File: src/rtl/rv_ctrl_pkg.sv
// Shared encodings and the control-word type for the pipelined RV32I control path.
package rv_ctrl_pkg;

    localparam logic [6:0] OP_LW   = 7'b0000011;
    localparam logic [6:0] OP_SW   = 7'b0100011;
    localparam logic [6:0] OP_R    = 7'b0110011;
    localparam logic [6:0] OP_I    = 7'b0010011;
    localparam logic [6:0] OP_BEQ  = 7'b1100011;
    localparam logic [6:0] OP_JAL  = 7'b1101111;

    typedef enum logic [2:0] {
        ALU_ADD = 3'b000,
        ALU_SUB = 3'b001,
        ALU_AND = 3'b010,
        ALU_OR  = 3'b011,
        ALU_SLT = 3'b101
    } alu_ctrl_e;

    typedef enum logic [1:0] {
        ALUOP_ADD = 2'b00,
        ALUOP_SUB = 2'b01,
        ALUOP_F3  = 2'b10
    } alu_op_e;

    typedef enum logic [1:0] {
        RES_ALU = 2'b00,
        RES_MEM = 2'b01,
        RES_PC4 = 2'b10
    } result_src_e;

    typedef enum logic [1:0] {
        IMM_I = 2'b00,
        IMM_S = 2'b01,
        IMM_B = 2'b10,
        IMM_J = 2'b11
    } imm_src_e;

    typedef enum logic [1:0] {
        FWD_RF = 2'b00,
        FWD_W  = 2'b01,
        FWD_M  = 2'b10
    } fwd_e;

    typedef struct packed {
        logic        regWrite;
        result_src_e resultSrc;
        logic        memWrite;
        logic        jump;
        logic        branch;
        alu_ctrl_e   aluControl;
        logic        aluSrc;
    } ctrl_word_t;

    localparam ctrl_word_t NOP_WORD = '{
        regWrite:   1'b0,
        resultSrc:  RES_ALU,
        memWrite:   1'b0,
        jump:       1'b0,
        branch:     1'b0,
        aluControl: ALU_ADD,
        aluSrc:     1'b0
    };

    // Only R-type funct3=000 with funct7[5] set subtracts; I-type addi never does.
    function automatic alu_ctrl_e aluDecode(input alu_op_e aluOp, input logic [2:0] funct3,
                                            input logic subR);
        alu_ctrl_e res;
        case (aluOp)
            ALUOP_ADD: res = ALU_ADD;
            ALUOP_SUB: res = ALU_SUB;
            default: begin
                case (funct3)
                    3'b000:  res = subR ? ALU_SUB : ALU_ADD;
                    3'b010:  res = ALU_SLT;
                    3'b110:  res = ALU_OR;
                    3'b111:  res = ALU_AND;
                    default: res = ALU_ADD;
                endcase
            end
        endcase
        return res;
    endfunction

endpackage

File: src/rtl/hazard_unit.sv
// Combinational stall, flush and EX-stage forwarding decisions for the 5-stage pipeline.
module hazard_unit
    import rv_ctrl_pkg::*;
#(
    parameter int REG_ADDR_W = 5,
    parameter bit FWD_EN     = 1'b1
) (
    input  logic [REG_ADDR_W-1:0] Rs1D_i,
    input  logic [REG_ADDR_W-1:0] Rs2D_i,
    input  logic [REG_ADDR_W-1:0] Rs1E_i,
    input  logic [REG_ADDR_W-1:0] Rs2E_i,
    input  logic [REG_ADDR_W-1:0] RdE_i,
    input  logic                  RegWriteE_i,
    input  logic [1:0]            ResultSrcE_i,
    input  logic                  BranchE_i,
    input  logic                  JumpE_i,
    input  logic                  ZeroE_i,
    input  logic [REG_ADDR_W-1:0] RdM_i,
    input  logic                  RegWriteM_i,
    input  logic [REG_ADDR_W-1:0] RdW_i,
    input  logic                  RegWriteW_i,
    output logic                  PCSrcE_o,
    output logic                  StallF_o,
    output logic                  StallD_o,
    output logic                  FlushD_o,
    output logic                  FlushE_o,
    output logic [1:0]            ForwardAE_o,
    output logic [1:0]            ForwardBE_o
);

    logic matchE;
    logic matchM;
    logic loadUse;
    logic rawNoFwd;
    logic stallReq;

    function automatic fwd_e fwdSel(input logic [REG_ADDR_W-1:0] rsE);
        fwd_e sel;
        if (RegWriteM_i && (RdM_i != '0) && (RdM_i == rsE))
            sel = FWD_M;
        else if (RegWriteW_i && (RdW_i != '0) && (RdW_i == rsE))
            sel = FWD_W;
        else
            sel = FWD_RF;
        return sel;
    endfunction

    assign matchE   = (RdE_i != '0) && ((RdE_i == Rs1D_i) || (RdE_i == Rs2D_i));
    assign matchM   = (RdM_i != '0) && ((RdM_i == Rs1D_i) || (RdM_i == Rs2D_i));
    assign loadUse  = (ResultSrcE_i == RES_MEM) && matchE;
    assign rawNoFwd = !FWD_EN && ((RegWriteE_i && matchE) || (RegWriteM_i && matchM));
    assign stallReq = loadUse || rawNoFwd;

    // A taken branch/jump squashes the stalled instruction anyway, so the flush wins.
    assign PCSrcE_o    = (BranchE_i && ZeroE_i) || JumpE_i;
    assign StallF_o    = stallReq && !PCSrcE_o;
    assign StallD_o    = stallReq && !PCSrcE_o;
    assign FlushD_o    = PCSrcE_o;
    assign FlushE_o    = PCSrcE_o || stallReq;
    assign ForwardAE_o = FWD_EN ? fwdSel(Rs1E_i) : FWD_RF;
    assign ForwardBE_o = FWD_EN ? fwdSel(Rs2E_i) : FWD_RF;

endmodule

File: src/rtl/pipeline_control_unit.sv
// Decodes the instruction in D and carries its control word through the E/M/W registers.
module pipeline_control_unit
    import rv_ctrl_pkg::*;
#(
    parameter int ALUCTRL_W  = 3,
    parameter int REG_ADDR_W = 5,
    parameter bit FWD_EN     = 1'b1
) (
    input  logic                  clk,
    input  logic                  rst,
    input  logic [6:0]            OpD,
    input  logic [2:0]            funct3D,
    input  logic [6:0]            funct7D,
    input  logic [REG_ADDR_W-1:0] Rs1D,
    input  logic [REG_ADDR_W-1:0] Rs2D,
    input  logic [REG_ADDR_W-1:0] RdD,
    input  logic                  ZeroE,
    output logic [1:0]            ImmSrcD,
    output logic                  IllegalD,
    output logic [ALUCTRL_W-1:0]  ALUControlE,
    output logic                  ALUSrcE,
    output logic                  PCSrcE,
    output logic                  MemWriteM,
    output logic                  RegWriteW,
    output logic [1:0]            ResultSrcW,
    output logic [REG_ADDR_W-1:0] RdW,
    output logic                  StallF,
    output logic                  StallD,
    output logic                  FlushD,
    output logic                  FlushE,
    output logic [1:0]            ForwardAE,
    output logic [1:0]            ForwardBE
);

    ctrl_word_t            ctrlD;
    imm_src_e              immSrcD;
    logic                  illegalD;
    alu_op_e               aluOpD;
    logic                  unusedFunct7;

    ctrl_word_t            ctrlE_d, ctrlE_q;
    logic [REG_ADDR_W-1:0] rs1E_d, rs1E_q;
    logic [REG_ADDR_W-1:0] rs2E_d, rs2E_q;
    logic [REG_ADDR_W-1:0] rdE_d, rdE_q;

    logic                  regWriteM_q, memWriteM_q;
    result_src_e           resultSrcM_q;
    logic [REG_ADDR_W-1:0] rdM_q;

    logic                  regWriteW_q;
    result_src_e           resultSrcW_q;
    logic [REG_ADDR_W-1:0] rdW_q;

    assign unusedFunct7 = ^{funct7D[6], funct7D[4:0]};

    always_comb begin
        ctrlD    = NOP_WORD;
        immSrcD  = IMM_I;
        illegalD = 1'b0;
        aluOpD   = ALUOP_ADD;
        case (OpD)
            OP_LW: begin
                ctrlD.regWrite  = 1'b1;
                ctrlD.resultSrc = RES_MEM;
                ctrlD.aluSrc    = 1'b1;
            end
            OP_SW: begin
                ctrlD.memWrite = 1'b1;
                ctrlD.aluSrc   = 1'b1;
                immSrcD        = IMM_S;
            end
            OP_R: begin
                ctrlD.regWrite = 1'b1;
                aluOpD         = ALUOP_F3;
            end
            OP_I: begin
                ctrlD.regWrite = 1'b1;
                ctrlD.aluSrc   = 1'b1;
                aluOpD         = ALUOP_F3;
            end
            OP_BEQ: begin
                ctrlD.branch = 1'b1;
                immSrcD      = IMM_B;
                aluOpD       = ALUOP_SUB;
            end
            OP_JAL: begin
                ctrlD.regWrite  = 1'b1;
                ctrlD.resultSrc = RES_PC4;
                ctrlD.jump      = 1'b1;
                immSrcD         = IMM_J;
            end
            default: illegalD = 1'b1;
        endcase
        ctrlD.aluControl = aluDecode(aluOpD, funct3D, (OpD == OP_R) && funct7D[5]);
    end

    // An illegal instruction enters E as a full bubble so it never triggers a hazard.
    always_comb begin
        if (FlushE || illegalD) begin
            ctrlE_d = NOP_WORD;
            rs1E_d  = '0;
            rs2E_d  = '0;
            rdE_d   = '0;
        end else begin
            ctrlE_d = ctrlD;
            rs1E_d  = Rs1D;
            rs2E_d  = Rs2D;
            rdE_d   = RdD;
        end
    end

    always_ff @(posedge clk) begin
        if (!rst) begin
            ctrlE_q      <= NOP_WORD;
            rs1E_q       <= '0;
            rs2E_q       <= '0;
            rdE_q        <= '0;
            regWriteM_q  <= 1'b0;
            memWriteM_q  <= 1'b0;
            resultSrcM_q <= RES_ALU;
            rdM_q        <= '0;
            regWriteW_q  <= 1'b0;
            resultSrcW_q <= RES_ALU;
            rdW_q        <= '0;
        end else begin
            ctrlE_q      <= ctrlE_d;
            rs1E_q       <= rs1E_d;
            rs2E_q       <= rs2E_d;
            rdE_q        <= rdE_d;
            regWriteM_q  <= ctrlE_q.regWrite;
            memWriteM_q  <= ctrlE_q.memWrite;
            resultSrcM_q <= ctrlE_q.resultSrc;
            rdM_q        <= rdE_q;
            regWriteW_q  <= regWriteM_q;
            resultSrcW_q <= resultSrcM_q;
            rdW_q        <= rdM_q;
        end
    end

    hazard_unit #(
        .REG_ADDR_W (REG_ADDR_W),
        .FWD_EN     (FWD_EN)
    ) uHazard (
        .Rs1D_i       (Rs1D),
        .Rs2D_i       (Rs2D),
        .Rs1E_i       (rs1E_q),
        .Rs2E_i       (rs2E_q),
        .RdE_i        (rdE_q),
        .RegWriteE_i  (ctrlE_q.regWrite),
        .ResultSrcE_i (ctrlE_q.resultSrc),
        .BranchE_i    (ctrlE_q.branch),
        .JumpE_i      (ctrlE_q.jump),
        .ZeroE_i      (ZeroE),
        .RdM_i        (rdM_q),
        .RegWriteM_i  (regWriteM_q),
        .RdW_i        (rdW_q),
        .RegWriteW_i  (regWriteW_q),
        .PCSrcE_o     (PCSrcE),
        .StallF_o     (StallF),
        .StallD_o     (StallD),
        .FlushD_o     (FlushD),
        .FlushE_o     (FlushE),
        .ForwardAE_o  (ForwardAE),
        .ForwardBE_o  (ForwardBE)
    );

    assign ImmSrcD     = immSrcD;
    assign IllegalD    = illegalD;
    assign ALUControlE = ALUCTRL_W'(ctrlE_q.aluControl);
    assign ALUSrcE     = ctrlE_q.aluSrc;
    assign MemWriteM   = memWriteM_q;
    assign RegWriteW   = regWriteW_q;
    assign ResultSrcW  = resultSrcW_q;
    assign RdW         = rdW_q;

endmodule

File: config.mk
export PLATFORM = sky130hd
export DESIGN_NAME = pipeline_control_unit
export DESIGN_NICKNAME = d
export VERILOG_FILES = /design/src/rtl/rv_ctrl_pkg.sv /design/src/rtl/hazard_unit.sv /design/src/rtl/pipeline_control_unit.sv
export SDC_FILE = /design/constraint.sdc
export NUM_CORES = 1
export LEC_CHECK = 0
export ABC_CLOCK_PERIOD_IN_PS = 3150
export BUFFER_PORTS_ARGS = -buffer_cell sky130_fd_sc_hd__buf_2
export CELL_PAD_IN_SITES_DETAIL_PLACEMENT = 1
export CELL_PAD_IN_SITES_GLOBAL_PLACEMENT = 2
export CORE_ASPECT_RATIO = 0.6
export CORE_UTILIZATION = 33
export CTS_BUF_LIST = sky130_fd_sc_hd__clkbuf_16
export DETAILED_ROUTE_END_ITERATION = 10
export PLACE_DENSITY = 0.88
export SYNTH_ARGS = -nofsm -noshare
export SYNTH_HDL_FRONTEND = slang
export SYNTH_SLANG_ARGS = --single-unit
File: constraint.sdc
create_clock -name clk -period 3.15 [get_ports clk]
set_clock_uncertainty 0.05 [all_clocks]
set_input_delay 0.63 -clock clk [delete_from_list [all_inputs] [get_ports clk]]
set_output_delay 0.63 -clock clk [all_outputs]
set_load 0.02 [all_outputs]
# ---- Word level (Yosys, flattened, before mapping)
# Cells that the tools add are included.
# Widths: inputs -> output; s select.
dict set report op_classes {
  eq_ne 17
  muxes 16
  bitwise_logic 1
  n_reduce_logical 26
}
# cell n
set op_table {}
lappend op_table {{$eq 5x5->1} 6}
lappend op_table {{$reduce_bool 5->1} 3}
lappend op_table {{$eq 7x6->1 const B} 2}
lappend op_table {{$eq 7x7->1 const B} 2}
lappend op_table {{$pmux 3 s4} 1}
lappend op_table {{$logic_and 1x1->1} 11}
lappend op_table {{$mux 1} 9}
lappend op_table {{$pmux 2 s2} 2}
lappend op_table {{$eq 7x2->1 const B} 1}
lappend op_table {{$eq 7x5->1 const B} 1}
lappend op_table {{$eq 3x3->1 const B} 2}
lappend op_table {{$pmux 2 s3} 1}
lappend op_table {{$pmux 3 s2} 1}
lappend op_table {{$reduce_or 6->1} 1}
lappend op_table {{$eq 2x1->1 const B} 2}
lappend op_table {{$logic_or 1x1->1} 4}
lappend op_table {{$mux 2} 2}
lappend op_table {{$reduce_or 2->1} 2}
lappend op_table {{$reduce_or 4->1} 1}
lappend op_table {{$eq 3x2->1 const B} 1}
lappend op_table {{$logic_not 3->1} 1}
lappend op_table {{$reduce_or 3->1} 1}
lappend op_table {{$logic_not 2->1} 1}
lappend op_table {{$logic_not 1->1} 1}
lappend op_table {{$not 1->1} 1}
dict set report word_totals {
  reg_bits 42
  in_bits 35
}

# ---- Logic depth before layout (Yosys ltp)
dict set report logic_depth {
  word_depth 7
  depth_mapped 5
  ltp_nobuf 5
}

# ---- By module
# A second synthesis with hierarchy kept.
dict set report hier_totals {
  cells_unflattened 185
  hier_area_um2 1849.3
}
# mod n_inst cells_each area_per_inst_um2 seq_area_each_um2
set by_module_without_submodules {}
lappend by_module_without_submodules {pipeline_control_unit 1 130 1416.4 820.8}
lappend by_module_without_submodules {hazard_unit 1 55 432.9 0.0}

# ---- Least setup slack after synthesis
# No wires, ideal clock.
dict set report synth_path {
  kind {input to output}
  from {input Rs1D[4]}
  to {output StallF}
  arrival_ns 1.968
  t_required_ns 2.470
  setup_slack_ns 0.502
  stages 5
  n_path_buf 1
  cell_sequence {xnor2_1 nand3_1 o22a_1 a211oi_1 buf_4}
}
dict set report synth_via {
  elab_chain_cells 5
}
# element line_no
set synth_lines {}
lappend synth_lines {{start, declared} pipeline_control_unit.sv:14} ;# input logic [REG_ADDR_W-1:0] Rs1D,
lappend synth_lines {{$eq 5x5->1} hazard_unit.sv:48} ;# assign matchE = (RdE_i != '0) && ((RdE_i == Rs1D_i) || (RdE_i == Rs2D_i));
lappend synth_lines {{$logic_or 1x1->1} hazard_unit.sv:48}
lappend synth_lines {{$logic_and 1x1->1} hazard_unit.sv:48}
lappend synth_lines {{$logic_and 1x1->1} hazard_unit.sv:50} ;# assign loadUse = (ResultSrcE_i == RES_MEM) && matchE;
lappend synth_lines {{$logic_and 1x1->1} --}
lappend synth_lines {{end, declared} pipeline_control_unit.sv:27} ;# output logic StallF,
# No other way between the ends.

# ---- Final worst setup path
dict set report layout_path {
  from {register rdM_q[0]}
  to {output ForwardAE[0]}
}
dict set report layout_via {
  elab_chain_cells 4
  word_cells_on_any_way 5
  classes_between {1 x eq/ne; 1 x mux; 3 x reduce/logical}
}
# element line_no
set layout_lines {}
lappend layout_lines {{start, declared} pipeline_control_unit.sv:48} ;# logic [REG_ADDR_W-1:0] rdM_q;
lappend layout_lines {{start signal, assigned} pipeline_control_unit.sv:133} ;# rdM_q <= rdE_q;
lappend layout_lines {{$reduce_bool 5->1} --}
lappend layout_lines {{$logic_and 1x1->1} hazard_unit.sv:39} ;# if (RegWriteM_i && (RdM_i != '0) && (RdM_i == rsE))
lappend layout_lines {{$logic_and 1x1->1 *} hazard_unit.sv:39}
lappend layout_lines {{$mux 2 *} hazard_unit.sv:39}
lappend layout_lines {{end, declared} pipeline_control_unit.sv:31} ;# output logic [1:0] ForwardAE,
# Every way passes the cells marked *; elsewhere a longest branch is shown, timed or not.

==> impl_metrics.ini <==
[run_status]
status = finished, final reports clean

[placement]
portBuffers = 53
gp_congestion = 0.826
placed_area_mm2 = 0.00231
dp_hpwl_um = 3880

[timing]
tns_ns = 0
finalHoldViolations = 0
fin_hold_ws_ns = 0.382
final_max_slew_viol_count = 0
post-route-period-util = 0.826
setup_viol = 0
worst_slew_pin_slew_ns = 0.631
grt_setup_unrepaired = no
relSlewSlack = 0.579
fmaxAchievable_ghz = 0.384
final.min_clock_period_ns = 2.60

[worst_hold_path]
min_path_type = flop to flop
min_path_cells = 1

[yosys]
synth_ff_type = dfxtp_1
ys_ff_latch = 41
synth_top_family_by_area = simple AND/OR/NAND/NOR gates
synth_enable_flop_cells = 0
syn_area_mm2 = 0.00200
synth_compound_area_frac = 0.195
synth_cell_types = 38
syn_inst = 203
synth-simple-area-share = 0.210
synth-xor-area-share = 0.132
async_flop_share = 0
yosysTopAreaCellShare = 0.411
synth.avg_cell_area_um2 = 9.84
synth-adder-area-share = 0
synth.largest_area_cell = dfxtp_1
synth.area.top_cells = dfxtp_1, a211oi_2, xnor2_1
ys_seq_area_frac = 0.411
yosys_warnings = 0
synthMuxAreaShare = 0
synth_fp_nets = 238

[global_routing]
grt_pass1_wl_um = 8290
track_usage = 0.170
grt_pass1_vias = 1634
grt_max_degree = 42
antenna_found_initial = 0
grt_overflow = 0

[floorplanning]
dieArea_mm2 = 0.00638
core_mm2 = 0.00570
die_x_um = 102
initial_utilization = 0.350
fp-row-count = 21
ios = 60
die_y_um = 62.3

[power]
ir_drop_uv = 182
powerDensity_mw_per_mm2 = 510
p_leak_nw = 1.08
p_total_w = 0.00128

[final_layout]
final_common_cell = buf_2
nets = 288
n_antenna_cell = 0
utilization = 0.438
area_delta_synth_final_pct = 25.2
drive_above_1_share = 0.362
final_area_mm2 = 0.00250
layout_common_cells = buf_2, dfxtp_1, nand3_1
fill_cells = 674

[critical_path]
crit_type = flop to primary output
r2r_cells = 3
arrival_ns = 1.92
cp-end-kind = primary output
crit_required_ns = 2.47
cp-start-kind = flop
cp_max_fo = 4

[clock_network]
clock_sinks = 41
clockRootBuffer = clkbuf_16
cts_setup_buffers = 0
cts_buffers = 5
htree_levels = 2
clk_path_buf_depth = 2
clkSlewWorstSetupHoldPaths_ns = 0.06
cts_tree = done
ctsResizeCount = 0
postCtsHoldBufs = 0
clock_latency_ns = 0.28

[drt]
drc = 0
ant_nets = 0
drt_wl_total_um = 5000
num_vias = 1614
routed_via_density = 4.83
firstDrtPassIters = 4
wl_per_cell_um = 15.0
drt_iter0_drc = 58

[run]
max_cap_violations = 0
## cell type report
cell class                 instances  area (um^2)  share of cell area
clock inverter                     3         68.8              0.0275
clock buffer                       5          125              0.0501
timing repair buffer              58          303               0.121
multi-input combinational        144         1070               0.428
sequential                        41          821               0.328
inverter                           3         11.3             0.00450
tap                               80          100              0.0400
## cells by family (layout without fill, tap and decap cells)
| kind of cell | count (synthesis) | in the layout |
|---|---|---|
| compound gates | 39 | 39 |
| xor+xnor | 30 | 30 |
| buf+inv | 18 | 69 |
| flops | 41 | 41 |
| simple gates | 75 | 75 |
## cell usage after synthesis, drive strengths merged (2+ instances only)
master / n
a211oi: 18
xnor2: 16
nand3: 23
clkbuf: 5
or4: 5
a21oi: 7
buf: 10
o21ai: 6
xor2: 14
nand2: 8
nor3: 2
inv: 3
and2: 19
a2111oi: 2
dfxtp: 41
nor2: 6
nor4: 4
nand4: 4
## power by group
group	total, W	switching [W]	internal (W)
Sequential	0.000525	0.00000327	0.000521
Combinational	0.0000868	0.0000514	0.0000353
Clock	0.000665	0.000208	0.000457
Total	0.00128	0.000263	0.00101
## metrics by stage
| stage | instances | worst slack, ns |
|---|---|---|
| 2_1_floorplan | 203 | 0.502 |
| 3_3_place_gp | 326 | 0.689 |
| 3_5_place_dp | 326 | 0.684 |
| 4_1_cts | 334 | 0.537 |
| 5_1_grt | 334 | 0.370 |
| 6_report | 334 | 0.548 |
## sequential cells by signal, indices dropped and copies added, names as in the netlist
register      cells
rs2E_q            5
rdM_q             5
ResultSrcW        2
rs1E_q            5
MemWriteM         1
ALUControlE       3
RdW               5
ALUSrcE           1
regWriteM_q       1
ctrlE_q           5
RegWriteW         1
resultSrcM_q      2
rdE_q             5
## critical path, cell delays in order (launching register included)
cell and delay, ns:
dfxtp_1 0.34, or4_1 0.52, o21ai_1 0.20, nor4_1 0.11, nor4_1 0.26, buf_2 0.21
## path summary, 6_finish.rpt
| path | to | slack (ns) | startpoint |
|---|---|---|---|
| min reg2reg | regWriteM_q | 0.38 | ctrlE_q[9] |
| max reg2reg | ctrlE_q[4] | 1.37 | rdE_q[1] |
| max | ForwardAE[0] | 0.55 | rdM_q[0] |
| min | regWriteM_q | 0.38 | ctrlE_q[9] |
## routing by layer
metal / up-vias / global-route usage / routed length [um]
met4: 0 / 0.0268 / 25
li1: 817 / - / -
met5: - / 0 / 0
met2: 37 / 0.231 / 2050
met3: 5 / 0.0518 / 243
met1: 755 / 0.263 / 2670
Power figures use the tool's default switching activity.
